`config.mk`:
```
export PLATFORM = sky130hd
export DESIGN_NAME = hsi_m_tx_ctrl
export DESIGN_NICKNAME = d
export VERILOG_FILES = /design/src/rtl/hsi_m_tx_ctrl.sv
export SDC_FILE = /design/constraint.sdc
export NUM_CORES = 1
export LEC_CHECK = 0
export CAP_MARGIN = 20
export CORE_MARGIN = 5
export CORE_UTILIZATION = 60
export DETAILED_ROUTE_END_ITERATION = 8
export GPL_TIMING_DRIVEN = 0
export HOLD_SLACK_MARGIN = 0.12
export PLACE_DENSITY = 0.92
export SLEW_MARGIN = 40
export SYNTH_ARGS = -nofsm -noshare
export SYNTH_HDL_FRONTEND = slang
export SYNTH_SLANG_ARGS = --single-unit
```
`constraint.sdc`:
```
create_clock -name clk -period 4.3 [get_ports clk]
set_clock_uncertainty 0.05 [all_clocks]
set_input_delay 0.43 -clock clk [delete_from_list [all_inputs] [get_ports clk]]
set_output_delay 0.43 -clock clk [all_outputs]
set_load 0.005 [all_outputs]
```
`src/rtl/hsi_m_tx_ctrl.sv`:
```
// HSI master command transmitter: double-buffered bytes framed onto com1/com2 as RZ dual-rail slots.
// Optional build macro HSI_M_TX_PARITY_EN appends an odd-parity bit to every byte.
module hsi_m_tx_ctrl #(
  parameter int GAP_SLOTS = 4
) (
  input  logic       clk,
  input  logic       n_rst,
  input  logic       clk_en,
  input  logic [7:0] d,
  input  logic       d_wr,
  output logic       d_rdy,
  input  logic       frame_end_req,
  output logic       busy,
  output logic       tx_underrun,
  output logic       com1,
  output logic       com2
);

  typedef enum logic [2:0] {
    ST_IDLE  = 3'd0,
    ST_START = 3'd1,
    ST_DATA  = 3'd2,
`ifdef HSI_M_TX_PARITY_EN
    ST_PAR   = 3'd3,
`endif
    ST_END   = 3'd4,
    ST_GAP   = 3'd5
  } state_t;

  state_t     state_r;
  logic       phase_r;
  logic [2:0] cnt_r;
  logic [3:0] gap_cnt_r;
  logic [7:0] hold_r;
  logic [7:0] shift_r;
  logic [1:0] com_r;
  logic       d_rdy_r;
  logic       busy_r;
  logic       end_pending_r;
  logic       tx_underrun_r;
  logic       wr_acc_s;
  logic       byte_done_s;

  function automatic logic [1:0] bit_code(input logic b);
    return {b, ~b};
  endfunction

  function automatic logic odd_parity(input logic [7:0] v);
    return ~(^v);
  endfunction

  assign wr_acc_s    = d_wr && d_rdy_r;
  assign d_rdy       = d_rdy_r;
  assign busy        = busy_r;
  assign tx_underrun = tx_underrun_r;
  assign com1        = com_r[1];
  assign com2        = com_r[0];

  // Flags the slot boundary at which the last symbol of a byte has finished.
  always_comb begin
`ifdef HSI_M_TX_PARITY_EN
    byte_done_s = phase_r && (state_r == ST_PAR);
`else
    byte_done_s = phase_r && (state_r == ST_DATA) && (cnt_r == 3'd0);
`endif
  end

  // Host handshake plus line FSM; phase_r=0 is the driven half of a symbol, 1 the return-to-zero half.
  always_ff @(posedge clk or negedge n_rst) begin
    if (!n_rst) begin
      state_r       <= ST_IDLE;
      phase_r       <= 1'b0;
      cnt_r         <= 3'd0;
      gap_cnt_r     <= 4'd0;
      hold_r        <= 8'd0;
      shift_r       <= 8'd0;
      com_r         <= 2'b00;
      d_rdy_r       <= 1'b1;
      busy_r        <= 1'b0;
      end_pending_r <= 1'b0;
      tx_underrun_r <= 1'b0;
    end else begin
      if (wr_acc_s) begin
        hold_r  <= d;
        d_rdy_r <= 1'b0;
        busy_r  <= 1'b1;
      end
      if (frame_end_req && (busy_r || wr_acc_s)) begin
        end_pending_r <= 1'b1;
      end
      if (clk_en) begin
        if (!phase_r && (state_r != ST_IDLE) && (state_r != ST_GAP)) begin
          com_r   <= 2'b00;
          phase_r <= 1'b1;
        end else if (byte_done_s) begin
          phase_r <= 1'b0;
          if (!d_rdy_r) begin
            state_r <= ST_DATA;
            shift_r <= hold_r;
            cnt_r   <= 3'd7;
            d_rdy_r <= 1'b1;
            com_r   <= bit_code(hold_r[7]);
          end else begin
            state_r <= ST_END;
            com_r   <= 2'b11;
            if (!end_pending_r) begin
              tx_underrun_r <= 1'b1;
            end
          end
        end else begin
          case (state_r)
            ST_IDLE: begin
              com_r <= 2'b00;
              if (!d_rdy_r) begin
                state_r       <= ST_START;
                com_r         <= 2'b11;
                phase_r       <= 1'b0;
                tx_underrun_r <= 1'b0;
              end
            end
            ST_START: begin
              state_r <= ST_DATA;
              shift_r <= hold_r;
              cnt_r   <= 3'd7;
              d_rdy_r <= 1'b1;
              com_r   <= bit_code(hold_r[7]);
              phase_r <= 1'b0;
            end
            ST_DATA: begin
              phase_r <= 1'b0;
              if (cnt_r != 3'd0) begin
                cnt_r <= cnt_r - 3'd1;
                com_r <= bit_code(shift_r[cnt_r - 3'd1]);
              end else begin
`ifdef HSI_M_TX_PARITY_EN
                state_r <= ST_PAR;
                com_r   <= bit_code(odd_parity(shift_r));
`else
                com_r   <= 2'b00;
`endif
              end
            end
            ST_END: begin
              state_r       <= ST_GAP;
              gap_cnt_r     <= 4'(GAP_SLOTS - 1);
              com_r         <= 2'b00;
              end_pending_r <= 1'b0;
            end
            ST_GAP: begin
              com_r <= 2'b00;
              if (gap_cnt_r == 4'd0) begin
                state_r <= ST_IDLE;
                busy_r  <= !d_rdy_r || wr_acc_s;
              end else begin
                gap_cnt_r <= gap_cnt_r - 4'd1;
              end
            end
            default: begin
              state_r <= ST_IDLE;
              com_r   <= 2'b00;
              phase_r <= 1'b0;
            end
          endcase
        end
      end
    end
  end

endmodule

```
==> results of run 1 <==
logic make-up (layout without fill, tap and decap cells):
family | after synthesis | in the layout
xor+xnor | 3 | 3
simple gates | 53 | 53
flops | 33 | 33
mux | 23 | 23
compound gates | 25 | 25
fa+ha+maj | 6 | 6
buf+inv | 16 | 41
metrics by stage:
step           utilization [%]  instances  area (µm²)
2_1_floorplan                -        159        1762
3_3_place_gp             70.49        206        1961
3_5_place_dp             70.31        206        1956
4_1_cts                  73.86        215        2054
5_1_grt                  73.86        215        2054
6_report                 73.86        215        2054
worst max-delay path by stage:
| stage | cells after the start | slack (ns) | endpoint | startpoint |
|---|---|---|---|---|
| after floorplan | 10 | 2.08 | cnt_r[2] | cnt_r[0] |
| after global placement | 10 | 1.84 | cnt_r[2] | cnt_r[0] |
| after detailed placement | 10 | 1.75 | cnt_r[2] | cnt_r[0] |
| after CTS | 10 | 1.68 | cnt_r[2] | cnt_r[0] |
| after global routing | 10 | 1.42 | cnt_r[2] | cnt_r[0] |
| final | 10 | 1.65 | cnt_r[2] | cnt_r[0] |
synthesized netlist by cell type, drive strengths merged, types with 4 or more instances:
library cell	instances
dfrtp	32
mux2	21
nand2	11
inv	9
nor2	9
ha	6
o21ai	6
nand2b	5
buf	4
metal layers:
layer	vias to the layer above	part of all wire, %
met1	670	40
met4	0	0.97
met3	6	5.2
met2	38	54
li1	619	-
met5	-	0
registers in the layout, indices dropped and copies added (netlist names):
signal	flops
end_pending_r	1
state_r	3
tx_underrun	1
com_r	2
busy	1
gap_cnt_r	4
d_rdy	1
hold_r	8
shift_r	8
phase_r	1
cnt_r	3
where the power goes:
part           leakage [µW]  internal [µW]  total [µW]  switching, µW
combinational      0.000457            310         599            289
clock             0.0000445            138         253            115
sequential         0.000383            452         556            104
total              0.000884            900        1410            508
repair_timing:
| action | 4_1_cts | 5_1_grt |
|---|---|---|
| hold buffers | 1 | 0 |
| setup buffers | 0 | 0 |
| endpoints found under the hold margin | 32 | 0 |
cell type report:
class,instances,share of cell area [%]
plain buffers,7,1.583
well taps,31,1.888
flip-flops and latches,33,40.26
clock buffers,6,2.497
clock inverters,2,1.827
inverters,9,1.644
multi-input cells,110,42.27
repair buffers,17,8.039
==> results.md, run 1 <==
* Status: finished, final reports clean
* Met3 demand-to-capacity share in global routing at 5.429%
* Netlist area before placement at ~0.0018 mm²
* Max Cap Viol at 0
* Critical register-to-register path endpoint: cnt_r[2]
* Initial core utilization at between 60% and 70%
* Number of warnings printed during yosys synthesis at 0
* Share of the synthesized area in the top cell type at about 45%
* Share of synthesized cell area in and, or, nand and nor gates at 17.47%
* Boundary Pins at 18
* Setup_tns at 0 ns
* Global-route wire length before repair at approximately 6200 µm
* Peak supply drop at 552.7 µV
* Pre-CTS worst setup slack at 1.754 ns
* Via count of the first global-routing pass at 1422
* Hold worst-path end: hold_r[1]
* Crit-path cells: inv_1 -> ha_1 -> nand3b_1 -> or2_0 -> buf_2 -> inv_1 -> ha_1 -> nor4b_1 -> nand3b_1 -> o32a_1
* Required time of the critical path at 4.49 ns
* # resized after CTS at 0
* Sum of net half-perimeters after detailed placement at 2644 µm
* Worst-case headroom to the max-slew limit at around 53%
* Layout cell share with drive strength beyond 1 at 23.91%
* Worst min-delay path class: reg2reg
* Critical R2R Launch: cnt_r[0]
* Input/output buffers at 16
* Sum of overflow across all layers after global routing at 0
* Flop and latch count out of synthesis at 33
* Vias per cell at 6.200
* Post-layout total power at 1408 µW
* Number of antenna violations at the first check in global routing at 0
* Most common library cell in the layout ignoring fill and taps: sky130_fd_sc_hd__dfrtp_1
* Horizontal die dimension at around 64 µm
* CTS Root Cell: sky130_fd_sc_hd__clkbuf_4
* Overall via count from detail_route at 1333
* CTS tree: yes
* Detailed router's first-iteration violation count at 70
* Max FO, Critical Path at 5
* Post-route clock period utilization at 61.65%
* Final setup slack of the worst path at 1.649 ns
* Most congested layer reported by global routing: met2
* Critical Path AT at around 2.8 ns
* Total setup violations reported at the end of the flow at 0
* Post-Synth XOR/XNOR Area at 1.491%
* Number of optimization iterations in the first detailed-route pass at 4
* Buffer depth of the longest clock path at 2
* Combinational family with the most area after synthesis: simple AND/OR/NAND/NOR gates
* Most used cells in the layout excluding fill and tap cells: sky130_fd_sc_hd__dfrtp_1, sky130_fd_sc_hd__mux2_2, sky130_fd_sc_hd__clkdlybuf4s50_1
* Largest cells by area after synthesis: sky130_fd_sc_hd__dfrtp_1, sky130_fd_sc_hd__mux2_2, sky130_fd_sc_hd__ha_1
* Largest stage delay, worst path at 0.47 ns
* Flop2flop setup slack at 1.65 ns
* Number of remaining DRC errors at 0
* Height of the die at 64.19 µm
* Highest Clock Rate at 377.2 MHz
* Type of element capturing the critical path: flop
* Met2 GRT Util at 33.92%
* Hold wc startpoint: hold_r[1]
* Number of placement rows at 19
* Most frequently used flop master after synthesis: sky130_fd_sc_hd__dfrtp_1
* Multi-input gate area in the final layout at 868.3 µm²
* Leak at 0.0008844 µW
* Multiplexer share of the synthesized area at 15.98%
* Clock insertion delay at the later pin of the skew report at roughly 0.34 ns
* Syn Nets at 178
* Syn Area/Cell at 11.08 µm²
* Cells after synthesis at 159
* Register area at 827.0 µm²
* Total Wirelength at 3603 µm
* Area grow syn2layout at 16.62%
* Transition at the pin with the smallest max-transition slack at about 0.70 ns
* Number of enable-type register cells in the synthesized netlist at 0
* Category of the critical setup timing path: reg2reg
* Adder-cell share of the synthesized area at 4.261%
* Library cell contributing the largest single delay on the critical path: sky130_fd_sc_hd__dfrtp_1
* Library cell with the largest summed area after synthesis: sky130_fd_sc_hd__dfrtp_1
* Maximum level of the CTS H-tree at 2
* Hold depth at 1
* CTS buffer count at 5
* Met1 track demand over resource at 21.31%
* Time the final worst path needs with I/O delays and setup at ~2.7 ns
* Number of antenna repair diodes at 0
* Ys async rst share at between 90% and 100%
* Startpoint class of the critical path: flop
* Max-slew violation count at 0
* All-Layer GR Usage at 18.92%
* Filler cell count at 184
* Final RePlAce weighted congestion at 0.8347
* Total Nets Final at 202
* Number of routed nets with antenna violations at 0
* Pin count of the biggest net entering global routing at 34
* Final hold violation count at 0
* Post-synthesis compound-gate area fraction at ~10%
* Clk slew on worst S/H paths at 0.11 ns
* Top delay family on crit path: simple AND/OR/NAND/NOR gates
* Setup repair after global routing missed its margin: no
* Routed len/inst at 16.76 µm
* Hold Worst Slack at 0.4605 ns
* Total die area at 0.004120 mm²
* Number of buffer and inverter instances along the worst setup path at 3
* Worst-case reg-to-reg path depth at 10
* Power Dens Cells at 685.4 mW/mm²
* Number of library cell types mapped by synthesis at 45
* Clock sinks at 33
* Placeable core region at 0.002781 mm²
* Proportion of synthesized chip area in sequential cells at around 47%
No activity file was read; power rests on OpenSTA's default activity.
==> run 2: changes to the inputs <==
CORE_UTILIZATION = 56   (was 60)
PLACE_DENSITY = 0.87   (was 0.92)
clock period = 2.7 ns   (was 4.3 ns; I/O delays follow)
==> run 2 against run 1 <==
Against the previous run:
- sequential power increased by 59%
- maximum frequency rose by 8.7%
- register-to-register slack worse by 1.4 ns
- non-clock buffer count stayed put
- clock-buffer cell count is the same
- wire length decreased by 6.7%
- clock power up 18%
- worst hold slack worse by 0.15 ns
- design area grew 0.12%
- largest cell class unchanged
==> results.md, run 2 (same netlist as run 1, synthesis figures left out) <==
* Routed len/inst at 14.75 µm
* CTS tree: yes
* Worst-case headroom to the max-slew limit at 61.51%
* Number of optimization iterations in the first detailed-route pass at 4
* Biggest registers after layout: hold_r (8), shift_r (8), gap_cnt_r (4)
* Post-route clock period utilization at approximately 90%
* Hold Worst Slack at 0.3087 ns
* Time the final worst path needs with I/O delays and setup at 2.440 ns
* Number of antenna repair diodes at 0
* Highest Clock Rate at 409.9 MHz
* Startpoint class of the critical path: flop
* Detailed router's first-iteration violation count at 84
* CTS Root Cell: sky130_fd_sc_hd__clkbuf_4
* Number of placement rows at 20
* Via count of the first global-routing pass at 1364
* Clock insertion delay at the later pin of the skew report at 0.34 ns
* Area grow syn2layout at 16.76%
* Clk slew on worst S/H paths at 0.09 ns
* Power Dens Cells at 1029 mW/mm²
* Largest stage delay, worst path at between 0.4 and 0.5 ns
* Input/output buffers at 16
* Hold wc startpoint: clk_en
* Number of buffer and inverter instances along the worst setup path at 3
* Category of the critical setup timing path: reg2reg
* Total die area at 0.004368 mm²
* Register area at 828.3 µm²
* Max FO, Critical Path at 5
* Setup_tns at 0 ns
* Setup fix buffers added after clock tree synthesis at 0
* Status: finished, final reports clean
* Number of antenna violations at the first check in global routing at 0
* Most used cells in the layout excluding fill and tap cells: sky130_fd_sc_hd__dfrtp_1, sky130_fd_sc_hd__mux2_2, sky130_fd_sc_hd__clkdlybuf4s50_1
* Number of remaining DRC errors at 0
* Max Cap Viol at 0
* Total Wirelength at 3362 µm
* Placeable core region at 0.003028 mm²
* Worst min-delay path class: in2reg
* Setup repair after global routing missed its margin: no
* Vias per cell at 5.588
* Total setup violations reported at the end of the flow at 0
* Leak at between 0.0008 and 0.0009 µW
* Peak supply drop at around 650 µV
* Number of routed nets with antenna violations at 0
* Global-route wire length before repair at about 6200 µm
* Required time of the critical path at roughly 2.9 ns
* Max-slew violation count at 0
* Horizontal die dimension at approximately 66 µm
* Total Nets Final at between 200 and 250
* Type of element capturing the critical path: flop
* Buffer depth of the longest clock path at 2
* Boundary Pins at 18
* Most common library cell in the layout ignoring fill and taps: sky130_fd_sc_hd__dfrtp_1
* Overall via count from detail_route at 1274
* CTS buffer count at 5
* Critical R2R Launch: cnt_r[0]
* Multi-input gate area in the final layout at 874.6 µm²
* Clock sinks at 33
* Initial core utilization at 58.18%
* Maximum level of the CTS H-tree at 2
* Sum of overflow across all layers after global routing at 0
* Final RePlAce weighted congestion at 0.7870
* Layout cell share with drive strength beyond 1 at roughly a quarter
* Height of the die at 66.09 µm
* Area after DPL at 0.001972 mm²
* Crit-path cells: inv_1 -> ha_1 -> nand3b_1 -> or2_0 -> buf_2 -> inv_1 -> ha_1 -> nor4b_2 -> nand3b_1 -> o32a_1
* Pin count of the biggest net entering global routing at 34
* Final hold violation count at 0
* Library cell contributing the largest single delay on the critical path: sky130_fd_sc_hd__dfrtp_2
* Filler cell count at 236
* Sum of net half-perimeters after detailed placement at 2506 µm
* All-Layer GR Usage at a little under a fifth
* Critical path launch point: cnt_r[0]
* Transition at the pin with the smallest max-transition slack at 0.5746 ns
* Top delay family on crit path: simple AND/OR/NAND/NOR gates
* Critical Path AT at 2.61 ns
* Post-route cell area at 0.002057 mm²
-- run 2: metrics by stage --
stage | power, µW | utilization (%) | setup slack [ns] | cells
floorplan | 1556 | - | 0.4760 | 159
global placement | 1756 | 65.29 | 0.2427 | 219
detailed placement | 1822 | 65.12 | 0.08099 | 219
CTS | 2126 | 67.60 | 0.07322 | 228
global route | 2307 | 67.93 | 0.06772 | 228
finish | 2116 | 67.93 | 0.2603 | 228
-- run 2: repair_timing --
item | 4_1_cts | 5_1_grt
setup endpoints to repair | 0 | 3
hold buffers | 1 | 0
gates resized for setup | 0 | 2
hold endpoints to repair | 32 | 0
-- run 2: per-layer routing --
metal  global-route usage (%)  wire, µm  up-vias
met2                    35.19      1793       31
li1                         -         -      619
met3                    5.272       161        4
met5                        0         0        -
met4                    6.091        37        0
met1                    20.68      1370      620
-- run 2: area by class of cell --
| class | instances | area share [%] |
|---|---|---|
| buffer | 7 | 1.582 |
| clock buffer | 6 | 2.494 |
| clock inverter | 2 | 0.6691 |
| inverter | 9 | 1.642 |
| multi-input combinational | 110 | 42.52 |
| sequential | 33 | 40.27 |
| tap | 44 | 2.676 |
| timing repair buffer | 17 | 8.151 |
-- run 2: power by group --
group | internal, µW | switching (µW) | leakage [µW]
combinational | 499 | 437 | 0.000460
clock | 127 | 171 | 0.0000382
sequential | 721 | 161 | 0.000383
-- run 2: worst paths after layout --
kind	endpoint	slack, ns	depth (start not counted)
setup / recovery	cnt_r[2]	0.26	10
hold / removal	com_r[1]	0.31	2
setup reg to reg	cnt_r[2]	0.26	10
hold reg to reg	shift_r[0]	0.47	1
max in group asynchronous	d_rdy	1.92	2
min in group asynchronous	gap_cnt_r[0]	0.34	2
==> run 3: changes to the inputs <==
SLEW_MARGIN = 10   (was 40)
==> run 3 against run 2 <==
Against the previous run:
- worst setup slack unchanged
- sequential cell count did not move
- critical path depth unchanged
- sequential share of layout area is essentially flat
- clock-buffer cell count is the same
- critical path type unchanged
- register-to-register slack about the same
- die area did not move
- clock power is essentially flat
- final cell count stayed put
- worst hold slack unchanged
- power barely moved
- via count unchanged
==> results.md, run 3 (same netlist as run 1, synthesis figures left out) <==
* Maximum level of the CTS H-tree at 2
* Number of remaining DRC errors at 0
* Sum of overflow across all layers after global routing at 0
* Total die area at 0.004368 mm²
* Fin cells at 228
* Clock sinks at 33
* Post-route cell area at 0.002054 mm²
* Area after DPL at 0.001972 mm²
* Height of the die at 66.09 µm
* Initial core utilization at about three fifths
* Clk slew on worst S/H paths at 0.09 ns
* Library cell contributing the largest single delay on the critical path: sky130_fd_sc_hd__dfrtp_2
* Critical Path AT at 2.61 ns
* All-Layer GR Usage at 19.03%
* Largest stage delay, worst path at about 0.43 ns
* Total Nets Final at around 200
* Number of antenna violations at the first check in global routing at 0
* Global-route wire length before repair at between 6000 and 7000 µm
* Filler cell count at ~240
* Placeable core region at 0.003028 mm²
* Combinational cell fraction of total power at 44.2%
* Switching Fraction at a little over a third
* Startpoint class of the critical path: flop
* Most used cells in the layout excluding fill and tap cells: sky130_fd_sc_hd__dfrtp_1, sky130_fd_sc_hd__mux2_2, sky130_fd_sc_hd__clkdlybuf4s50_1
* Top delay family on crit path: simple AND/OR/NAND/NOR gates
* Pre-CTS worst setup slack at 0.08099 ns
* Final setup slack of the worst path at 0.2603 ns
* Register area at 828.3 µm²
* Power Dens Cells at between 1000 and 1500 mW/mm²
* Register share of total power at between 40% and 50%
* Category of the critical setup timing path: reg2reg
* CTS buffer count at 5
* Peak supply drop at 654.8 µV
* Max-slew violation count at 0
* Multi-input gate area in the final layout at 874.6 µm²
* Number of antenna repair diodes at 0
* Post-layout total power at approximately 2100 µW
* Final hold violation count at 0
* Leak at 0.0008804 µW
* Transition at the pin with the smallest max-transition slack at 0.7126 ns
* Final RePlAce weighted congestion at 0.7870
* Input/output buffers at 16
* Routed len/inst at 14.74 µm
* Clock group share of total power at 14.1%
* Pin count of the biggest net entering global routing at 34
* Area grow syn2layout at 16.62%
* Sum of net half-perimeters after detailed placement at 2506 µm
* Worst-case headroom to the max-slew limit at 52.49%
* Status: finished, final reports clean
* Number of buffer and inverter instances along the worst setup path at 3
* Most common library cell in the layout ignoring fill and taps: sky130_fd_sc_hd__dfrtp_1
* Crit-path cells: inv_1 -> ha_1 -> nand3b_1 -> or2_0 -> buf_2 -> inv_1 -> ha_1 -> nor4b_2 -> nand3b_1 -> o32a_1
* Max FO, Critical Path at 5
* Number of routed nets with antenna violations at 0
* Via count of the first global-routing pass at ~1400
* Max Cap Viol at 0
* CTS tree: yes
* Overall via count from detail_route at 1274
* Boundary Pins at 18
* Setup repair after global routing missed its margin: no
* Required time of the critical path at 2.87 ns
* Horizontal die dimension at 66.09 µm
* CTS Root Cell: sky130_fd_sc_hd__clkbuf_4
* Biggest registers after layout: hold_r (8), shift_r (8), gap_cnt_r (4)
* Post-route clock period utilization at 90.36%
* Highest Clock Rate at approximately 410 MHz
* Layout cell share with drive strength beyond 1 at 25.00%
* Time the final worst path needs with I/O delays and setup at around 2.4 ns
* Number of placement rows at 20
* Switching Power at 769.6 µW
* Setup_tns at 0 ns
* Detailed router's first-iteration violation count at 84
* Number of cells after detailed placement at 219
* Worst min-delay path class: in2reg
* Total setup violations reported at the end of the flow at 0
* Vias per cell at roughly 5.6
* Type of element capturing the critical path: flop
* Number of optimization iterations in the first detailed-route pass at 4
* Internal power of the cells at 1346 µW
* Buffer depth of the longest clock path at 2
* Setup fix buffers added after clock tree synthesis at 0
* Total Wirelength at 3361 µm
* Clock insertion delay at the later pin of the skew report at 0.34 ns
run 3: cell counts in the layout (fill, tap and decap cells not counted):
Identical to the previous run, type by type.
run 3: worst paths after layout:
path | to | slack, ns | from | depth (start not counted)
max | cnt_r[2] | 0.26 | cnt_r[0] | 10
min | com_r[1] | 0.31 | clk_en | 2
max reg2reg | cnt_r[2] | 0.26 | cnt_r[0] | 10
min reg2reg | shift_r[0] | 0.47 | hold_r[0] | 1
max in group asynchronous | cnt_r[0] | 1.63 | n_rst | 2
min in group asynchronous | gap_cnt_r[0] | 0.45 | n_rst | 2
run 3: per-layer routing:
metal  GRT usage (%)  up-vias  wire length, µm
met4           6.091        0               37
met2           35.19       31             1793
met3           5.272        4              161
met5               0        -                0
met1           20.68      620             1369
li1                -      619                -
run 3: layout make-up:
cell class | instances | share of cell area (%)
Multi-Input combinational cell | 110 | 42.57
Timing Repair Buffer | 17 | 8.039
Tap cell | 44 | 2.680
Buffer | 7 | 1.583
Clock inverter | 2 | 0.6699
Sequential cell | 33 | 40.32
Inverter | 9 | 1.644
Clock buffer | 6 | 2.497
run 3: repair_timing:
item / in CTS / in global routing
gates resized for setup: 0 / 2
hold endpoints to repair: 32 / 0
hold buffers: 1 / 0
endpoints found under the setup margin: 0 / 3
run 3: worst register-to-register path, stage by stage (launching register included):
cell	delay, ns
sky130_fd_sc_hd__dfrtp_2	0.43
sky130_fd_sc_hd__inv_1	0.08
sky130_fd_sc_hd__ha_1	0.21
sky130_fd_sc_hd__nand3b_1	0.14
sky130_fd_sc_hd__or2_0	0.12
sky130_fd_sc_hd__buf_2	0.15
sky130_fd_sc_hd__inv_1	0.07
sky130_fd_sc_hd__ha_1	0.20
sky130_fd_sc_hd__nor4b_2	0.33
sky130_fd_sc_hd__nand3b_1	0.20
sky130_fd_sc_hd__o32a_1	0.37
run 3: metrics by stage:
step	hold WS, ns	util [%]
after floorplan	-0.07559	-
after global placement	0.4319	65.29
after detailed placement	0.3141	65.12
after CTS	0.2959	67.60
after global routing	0.3493	67.85
final	0.3087	67.85
run 3: power groups by stage:
stage          combinational [µW]  clock (µW)  sequential (µW)
2_1_floorplan                 716           0              841
3_3_place_gp                  884           0              872
3_5_place_dp                  929           0              893
4_1_cts                       937         306              884
5_1_grt                      1050         334              918
6_report                      935         298              882
